File: src/rtl/pdm_cic_decimator.sv
// 1-bit PDM to signed PCM converter: 3rd-order CIC decimator (R = 2^DEC_LOG2) with a one-entry valid/ready output.
// Optional build macro PCM_DC_BLOCK_EN inserts a first-order DC-blocking high-pass filter before the output register.
module pdm_cic_decimator #(
  parameter int DEC_LOG2 = 6,
  parameter int OUT_W    = 16
) (
  input  logic                    clk,
  input  logic                    reset,
  input  logic                    pdm_tick,
  input  logic                    micData,
  output logic signed [OUT_W-1:0] pcm_data,
  output logic                    pcm_valid,
  input  logic                    pcm_ready,
  output logic                    overrun,
  input  logic                    clr_ovr
);

  localparam int ACC_W = 3 * DEC_LOG2 + 2;
  localparam int SHIFT = 3 * DEC_LOG2 + 1 - OUT_W;
  localparam int DC_W  = OUT_W + 2;

  localparam logic [DEC_LOG2-1:0]     CNT_MAX = {DEC_LOG2{1'b1}};
  localparam logic [DEC_LOG2-1:0]     CNT_ONE = {{(DEC_LOG2-1){1'b0}}, 1'b1};
  localparam logic signed [ACC_W-1:0] SAT_MAX = {{(ACC_W-OUT_W+1){1'b0}}, {(OUT_W-1){1'b1}}};
  localparam logic signed [ACC_W-1:0] SAT_MIN = {{(ACC_W-OUT_W+1){1'b1}}, {(OUT_W-1){1'b0}}};

  typedef enum logic [2:0] {
    S_IDLE  = 3'd0,
    S_COMB1 = 3'd1,
    S_COMB2 = 3'd2,
    S_COMB3 = 3'd3,
    S_DCB   = 3'd4,
    S_OUT   = 3'd5
  } state_t;

  state_t                    r_state;
  logic [DEC_LOG2-1:0]       r_cnt;
  logic signed [ACC_W-1:0]   r_i1;
  logic signed [ACC_W-1:0]   r_i2;
  logic signed [ACC_W-1:0]   r_i3;
  logic signed [ACC_W-1:0]   r_i3_lat;
  logic signed [ACC_W-1:0]   r_i3_d;
  logic signed [ACC_W-1:0]   r_c1;
  logic signed [ACC_W-1:0]   r_c1_d;
  logic signed [ACC_W-1:0]   r_c2;
  logic signed [ACC_W-1:0]   r_c2_d;
  logic signed [ACC_W-1:0]   r_c3;

  logic signed [ACC_W-1:0]   w_x;
  logic signed [ACC_W-1:0]   w_i1_nx;
  logic signed [ACC_W-1:0]   w_i2_nx;
  logic signed [ACC_W-1:0]   w_i3_nx;
  logic                      w_dec_tick;
  logic signed [ACC_W-1:0]   w_sc_full;
  logic signed [OUT_W-1:0]   w_scaled;
  logic signed [OUT_W-1:0]   w_out_val;

  // PDM bit maps to +1 / -1; integrators wrap modulo 2^ACC_W by design.
  assign w_x        = micData ? {{(ACC_W-1){1'b0}}, 1'b1} : {ACC_W{1'b1}};
  assign w_i1_nx    = r_i1 + w_x;
  assign w_i2_nx    = r_i2 + w_i1_nx;
  assign w_i3_nx    = r_i3 + w_i2_nx;
  assign w_dec_tick = pdm_tick && (r_cnt == CNT_MAX);
  assign w_sc_full  = r_c3 >>> SHIFT;

  // Only the full-scale positive value can exceed the signed output range.
  always_comb begin
    w_scaled = w_sc_full[OUT_W-1:0];
    if (w_sc_full > SAT_MAX) begin
      w_scaled = SAT_MAX[OUT_W-1:0];
    end else if (w_sc_full < SAT_MIN) begin
      w_scaled = SAT_MIN[OUT_W-1:0];
    end else begin
      w_scaled = w_sc_full[OUT_W-1:0];
    end
  end

`ifdef PCM_DC_BLOCK_EN
  localparam logic signed [DC_W-1:0] DC_MAX = {3'b000, {(OUT_W-1){1'b1}}};
  localparam logic signed [DC_W-1:0] DC_MIN = {3'b111, {(OUT_W-1){1'b0}}};

  logic signed [OUT_W-1:0] r_dc_s;
  logic signed [OUT_W-1:0] r_dc_h;
  logic signed [DC_W-1:0]  w_dc_sum;
  logic signed [DC_W-1:0]  w_dc_hx;
  logic signed [OUT_W-1:0] w_dc_sat;

  assign w_dc_hx  = {{2{r_dc_h[OUT_W-1]}}, r_dc_h};
  assign w_dc_sum = {{2{w_scaled[OUT_W-1]}}, w_scaled} - {{2{r_dc_s[OUT_W-1]}}, r_dc_s}
                  + w_dc_hx - (w_dc_hx >>> 8);
  assign w_out_val = r_dc_h;

  // Saturate the high-pass result back to the output width.
  always_comb begin
    w_dc_sat = w_dc_sum[OUT_W-1:0];
    if (w_dc_sum > DC_MAX) begin
      w_dc_sat = DC_MAX[OUT_W-1:0];
    end else if (w_dc_sum < DC_MIN) begin
      w_dc_sat = DC_MIN[OUT_W-1:0];
    end else begin
      w_dc_sat = w_dc_sum[OUT_W-1:0];
    end
  end
`else
  assign w_out_val = w_scaled;
`endif

  // Integrators, tick counter, comb pipeline FSM and output register.
  always_ff @(posedge clk) begin
    if (!reset) begin
      r_state   <= S_IDLE;
      r_cnt     <= {DEC_LOG2{1'b0}};
      r_i1      <= {ACC_W{1'b0}};
      r_i2      <= {ACC_W{1'b0}};
      r_i3      <= {ACC_W{1'b0}};
      r_i3_lat  <= {ACC_W{1'b0}};
      r_i3_d    <= {ACC_W{1'b0}};
      r_c1      <= {ACC_W{1'b0}};
      r_c1_d    <= {ACC_W{1'b0}};
      r_c2      <= {ACC_W{1'b0}};
      r_c2_d    <= {ACC_W{1'b0}};
      r_c3      <= {ACC_W{1'b0}};
`ifdef PCM_DC_BLOCK_EN
      r_dc_s    <= {OUT_W{1'b0}};
      r_dc_h    <= {OUT_W{1'b0}};
`endif
      pcm_data  <= {OUT_W{1'b0}};
      pcm_valid <= 1'b0;
      overrun   <= 1'b0;
    end else begin
      if (pdm_tick) begin
        r_i1  <= w_i1_nx;
        r_i2  <= w_i2_nx;
        r_i3  <= w_i3_nx;
        r_cnt <= r_cnt + CNT_ONE;
      end
      if (w_dec_tick) begin
        r_i3_lat <= w_i3_nx;
      end
      if (clr_ovr) begin
        overrun <= 1'b0;
      end
      if (pcm_valid && pcm_ready) begin
        pcm_valid <= 1'b0;
      end
      // Later assignments in the OUT state override the clear/consume defaults above.
      case (r_state)
        S_IDLE: begin
          if (w_dec_tick) begin
            r_state <= S_COMB1;
          end
        end
        S_COMB1: begin
          r_c1    <= r_i3_lat - r_i3_d;
          r_i3_d  <= r_i3_lat;
          r_state <= S_COMB2;
        end
        S_COMB2: begin
          r_c2    <= r_c1 - r_c1_d;
          r_c1_d  <= r_c1;
          r_state <= S_COMB3;
        end
        S_COMB3: begin
          r_c3    <= r_c2 - r_c2_d;
          r_c2_d  <= r_c2;
`ifdef PCM_DC_BLOCK_EN
          r_state <= S_DCB;
`else
          r_state <= S_OUT;
`endif
        end
        S_DCB: begin
`ifdef PCM_DC_BLOCK_EN
          r_dc_s <= w_scaled;
          r_dc_h <= w_dc_sat;
`endif
          r_state <= S_OUT;
        end
        S_OUT: begin
          if (!pcm_valid || pcm_ready) begin
            pcm_data  <= w_out_val;
            pcm_valid <= 1'b1;
          end else begin
            overrun   <= 1'b1;
          end
          r_state <= S_IDLE;
        end
        default: begin
          r_state <= S_IDLE;
        end
      endcase
    end
  end

endmodule

File: config.mk
export PLATFORM = sky130hd
export DESIGN_NAME = pdm_cic_decimator
export DESIGN_NICKNAME = d
export VERILOG_FILES = /design/src/rtl/pdm_cic_decimator.sv
export SDC_FILE = /design/constraint.sdc
export NUM_CORES = 1
export LEC_CHECK = 0
export CORE_UTILIZATION = 35
export DETAILED_ROUTE_END_ITERATION = 8
export DONT_BUFFER_PORTS = 1
export GPL_TIMING_DRIVEN = 0
export PLACE_DENSITY = 0.47
export SYNTH_ARGS = -nofsm -noshare
export SYNTH_HDL_FRONTEND = slang
export SYNTH_SLANG_ARGS = --single-unit
File: constraint.sdc
create_clock -name clk -period 7.02 [get_ports clk]
set_input_delay 1.404 -clock clk [delete_from_list [all_inputs] [get_ports clk]]
set_output_delay 1.404 -clock clk [all_outputs]
set_load 0.05 [all_outputs]
==> results by group <==
Logic synthesis
  – YS warnings: 0
  – Ys flop type: dfxtp_1
  – EDFF count, synth: 0
  – Top post-synthesis cells by area: dfxtp_1, ha_1, a21oi_1
  – Syn Inst Count: roughly 1600
  – #FFs+latches synth: between 200 and 250
  – Netlist cell types: 57
  – Mapped Avg Cell Area: just under 8 um^2
  – Ys async rst share: 0
  – Syn Nets: around 1800
  – Syn Std Cell Area: ~0.013 mm^2
  – Sequential share of the synthesized area: 0.3437
  – Post-synth top area cell: dfxtp_1
  – Yosys top cell area share: 0.3437

Clocking
  – CTS tree: done
  – Worst-path clk slew: around 0.060 ns
  – Clk Latency, worst-skew pair: 0.56 ns
  – Clk buf depth: 3
  – H-Tree Depth: 1
  – CTS Buf Count: 27
  – Clock Sinks: approximately 220
  – # hold bufs at CTS: 0
  – Root buf cell: clkbuf_16

Timing
  – Period utilization: 0.9313
  – Fmax: ~150 MHz
  – Worst setup margin: slightly below 0.5 ns
  – Min Tclk post-route: around 6.5 ns
  – Worst Tran Pin Value: approximately 0.87 ns
  – Fin. Hold Viols: 0
  – Setup violations, final: 0
  – Clk_skew: 0.02307 ns
  – Slew headroom: 0.4174
  – RSZ-0062 raised after global routing: false
  – Max-slew violations: 0

Worst setup path
  – Arrival time at the worst endpoint: 7.03 ns
  – Setup CP Type: in -> reg
  – Startpoint types: primary input
  – Critical Path Source: micData
  – Worst setup EP type: register
  – Req. time, crit path: 7.51 ns
  – Critical Path Fanout Max: 10
  – Reg2reg start: r_i1[0]

Cells and area
  – Filler cells: 3832
  – Most frequent cells in the layout: nand2_1, dfxtp_1, a21oi_1
  – Nets: ~1800
  – Layout cells sized above 1: 0.03601
  – Final cell count without fillers: between 2000 and 2500
  – Most common cell after layout, fill and taps aside: nand2_1
  – FF+latch area: roughly 0.0045 mm^2
  – ANT cells: 0
  – Area of the multi-input gates: 0.007956 mm^2
  – Synth-to-layout area growth: 12.14%

Detailed routing
  – First DRT Iteration DRCs: 500
  – DRT antenna net count: 0
  – Drc violations: 0
  – Final WL: 34.44 mm
  – Post-DR vias/cell: around 5
  – Routed vias: 10990
  – WL/cell: 15.93 um
  – DR pass1 iterations: 5

Die
  – Starting Density: 0.3564
  – Die width: about 200 um
  – Die height: a little under 200 um
  – Die footprint: 0.03806 mm^2
  – Io pins: 24
  – CORE AREA: 0.03661 mm^2
  – Site Rows: 70

Global routing
  – Overflow left after global routing: 0
  – Largest net degree at the start of global routing: 21
  – Vias in the first global route: about 11000
  – First-pass GRT wire length: roughly 57 mm
  – Initial antenna violation count: 0
  – Total global-route track usage: 0.1841

Power and ir drop
  – Pleak: between 5 and 6 nW
  – Max VDD drop: ~0.26 mV
  – PD cells: 362.6 mW/mm^2

Placed design
  – Placed instance count: 2112
  – Detailed Place HPWL: roughly 26 mm
  – Routability cong.: a little over 0.8
  – Setup WS pre-CTS: -0.4090 ns
  – I/O Buffers: 0

Hold path
  – Hold crit path type: reg -> reg
  – HP Start: r_c2_d[8]

Job
  – Max Cap Viol: 0

Status
  – Status: completed
[cell families after synthesis]
logic type / after synthesis / synth area share
buffers and inverters: 163 / 0.04689
AO/OA/AOI/OAI: 402 / 0.1866
AND/OR/NAND/NOR: 587 / 0.1986
XOR/XNOR: 90 / 0.06156
multiplexers: 57 / 0.04382
flip-flops: 224 / 0.3437
adder cells (fa/ha/maj): 121 / 0.1189
[cell type report]
cell class,count,share of cell area
well taps,468,0.04002
flip-flops and latches,224,0.3065
plain buffers,75,0.01924
clock inverters,15,0.01599
multi-input cells,1257,0.5437
clock buffers,34,0.05139
repair inverters,1,0.0003420
inverters,88,0.02283
[final timing paths]
| kind | end | slack, ns | cells after the start |
|---|---|---|---|
| max | r_i3[19] | 0.48 | 27 |
| min | r_c2_d[8] | 0.45 | 2 |
| max reg2reg | r_i3[19] | 1.23 | 26 |
| min reg2reg | r_c2_d[8] | 0.45 | 2 |
[metrics by stage]
| step | util | setup TNS, ns | area [um^2] | total power [mW] | hold WS (ns) |
|---|---|---|---|---|---|
| 6_report | 0.3997 | 0 | 14630 | 5.305 | 0.4534 |
| 5_1_grt | 0.3997 | 0 | 14630 | 5.703 | 0.4657 |
| 4_1_cts | 0.3994 | 0 | 14620 | 5.371 | 0.4547 |
| 3_5_place_dp | 0.3724 | -0.8420 | 13630 | 3.779 | 0.4465 |
| 3_3_place_gp | 0.3724 | -1.055 | 13630 | 3.752 | 0.4436 |
| 2_1_floorplan | - | 0 | 13050 | 3.301 | 0.4363 |
[synthesized netlist by cell type (2+ instances only)]
master       n
a21boi_0     2
buf_1        9
a211o_1      3
o21a_1      12
a41oi_1      2
nor3b_1      4
xnor2_1     59
nand3b_1     6
a31o_2       4
xor2_1      30
a31oi_1     14
o21bai_1     8
and3_1      12
clkbuf_1    66
a41o_1       2
ha_1       116
o2111ai_1    2
a211oi_1    33
nand4_1     10
o21ai_1      3
nand4b_1     2
and2_1       6
mux2i_1     56
nand2b_1    18
nand2_1    254
or4_1        3
nand3_1     39
o21ai_0     48
nor3_1      26
nor2_1     158
o31ai_1      9
o221ai_1     2
nor2b_1     20
a21o_1      39
inv_1       88
fa_1         5
and4_1       2
o311ai_0     3
dfxtp_1    224
or3_1       23
a21oi_1    198
o211ai_1     9
[sequential cells by signal, summed over array words and instances (netlist names)]
register and cells:
r_cnt 6, r_c1_d 20, pcm_data 16, r_i3 20, r_state 3, r_i3_lat 20
r_c3 17, r_i3_d 20, r_c2_d 20, pcm_valid 1, r_i1 20, r_i2 20
overrun 1, r_c1 20, r_c2 20
[per-layer routing]
layer / wire length (um) / up-vias / GRT usage
li1: - / 5747 / -
met5: 0 / - / 0
met2: 15800 / 111 / 0.3130
met3: 870 / 40 / 0.02453
met1: 17100 / 5090 / 0.2481
met4: 666 / 0 / 0.03733
[critical path: stages]
cell and delay (ns):
clkinvlp_4 0.20, fa_1 0.52, a21o_1 0.18, a21oi_1 0.22, o21bai_1 0.11, a21oi_2 0.21, o21bai_1 0.08, a21oi_1 0.17
xnor2_1 0.19, ha_1 0.35, and3_1 0.23, a31oi_1 0.17, nand2_1 0.10, o21a_1 0.21, o21ai_0 0.24, nor2b_1 0.23
o21ai_0 0.13, xor2_1 0.18, ha_1 0.22, or3_1 0.39, nor3_1 0.19, nor2_1 0.11, and3_1 0.19, nor3_1 0.36
nand2_1 0.09, mux2i_1 0.18, mux2i_1 0.20
[power breakdown]
group          switching [mW]  internal, mW
clock                   0.582         0.975
sequential             0.0674          1.39
combinational            1.33         0.965
[repair_timing]
item                       CTS  global route
setup endpoints to repair    0             2
setup buffers                0             0
gates resized for setup      0             2
No activity file was read; power rests on OpenSTA's default activity.
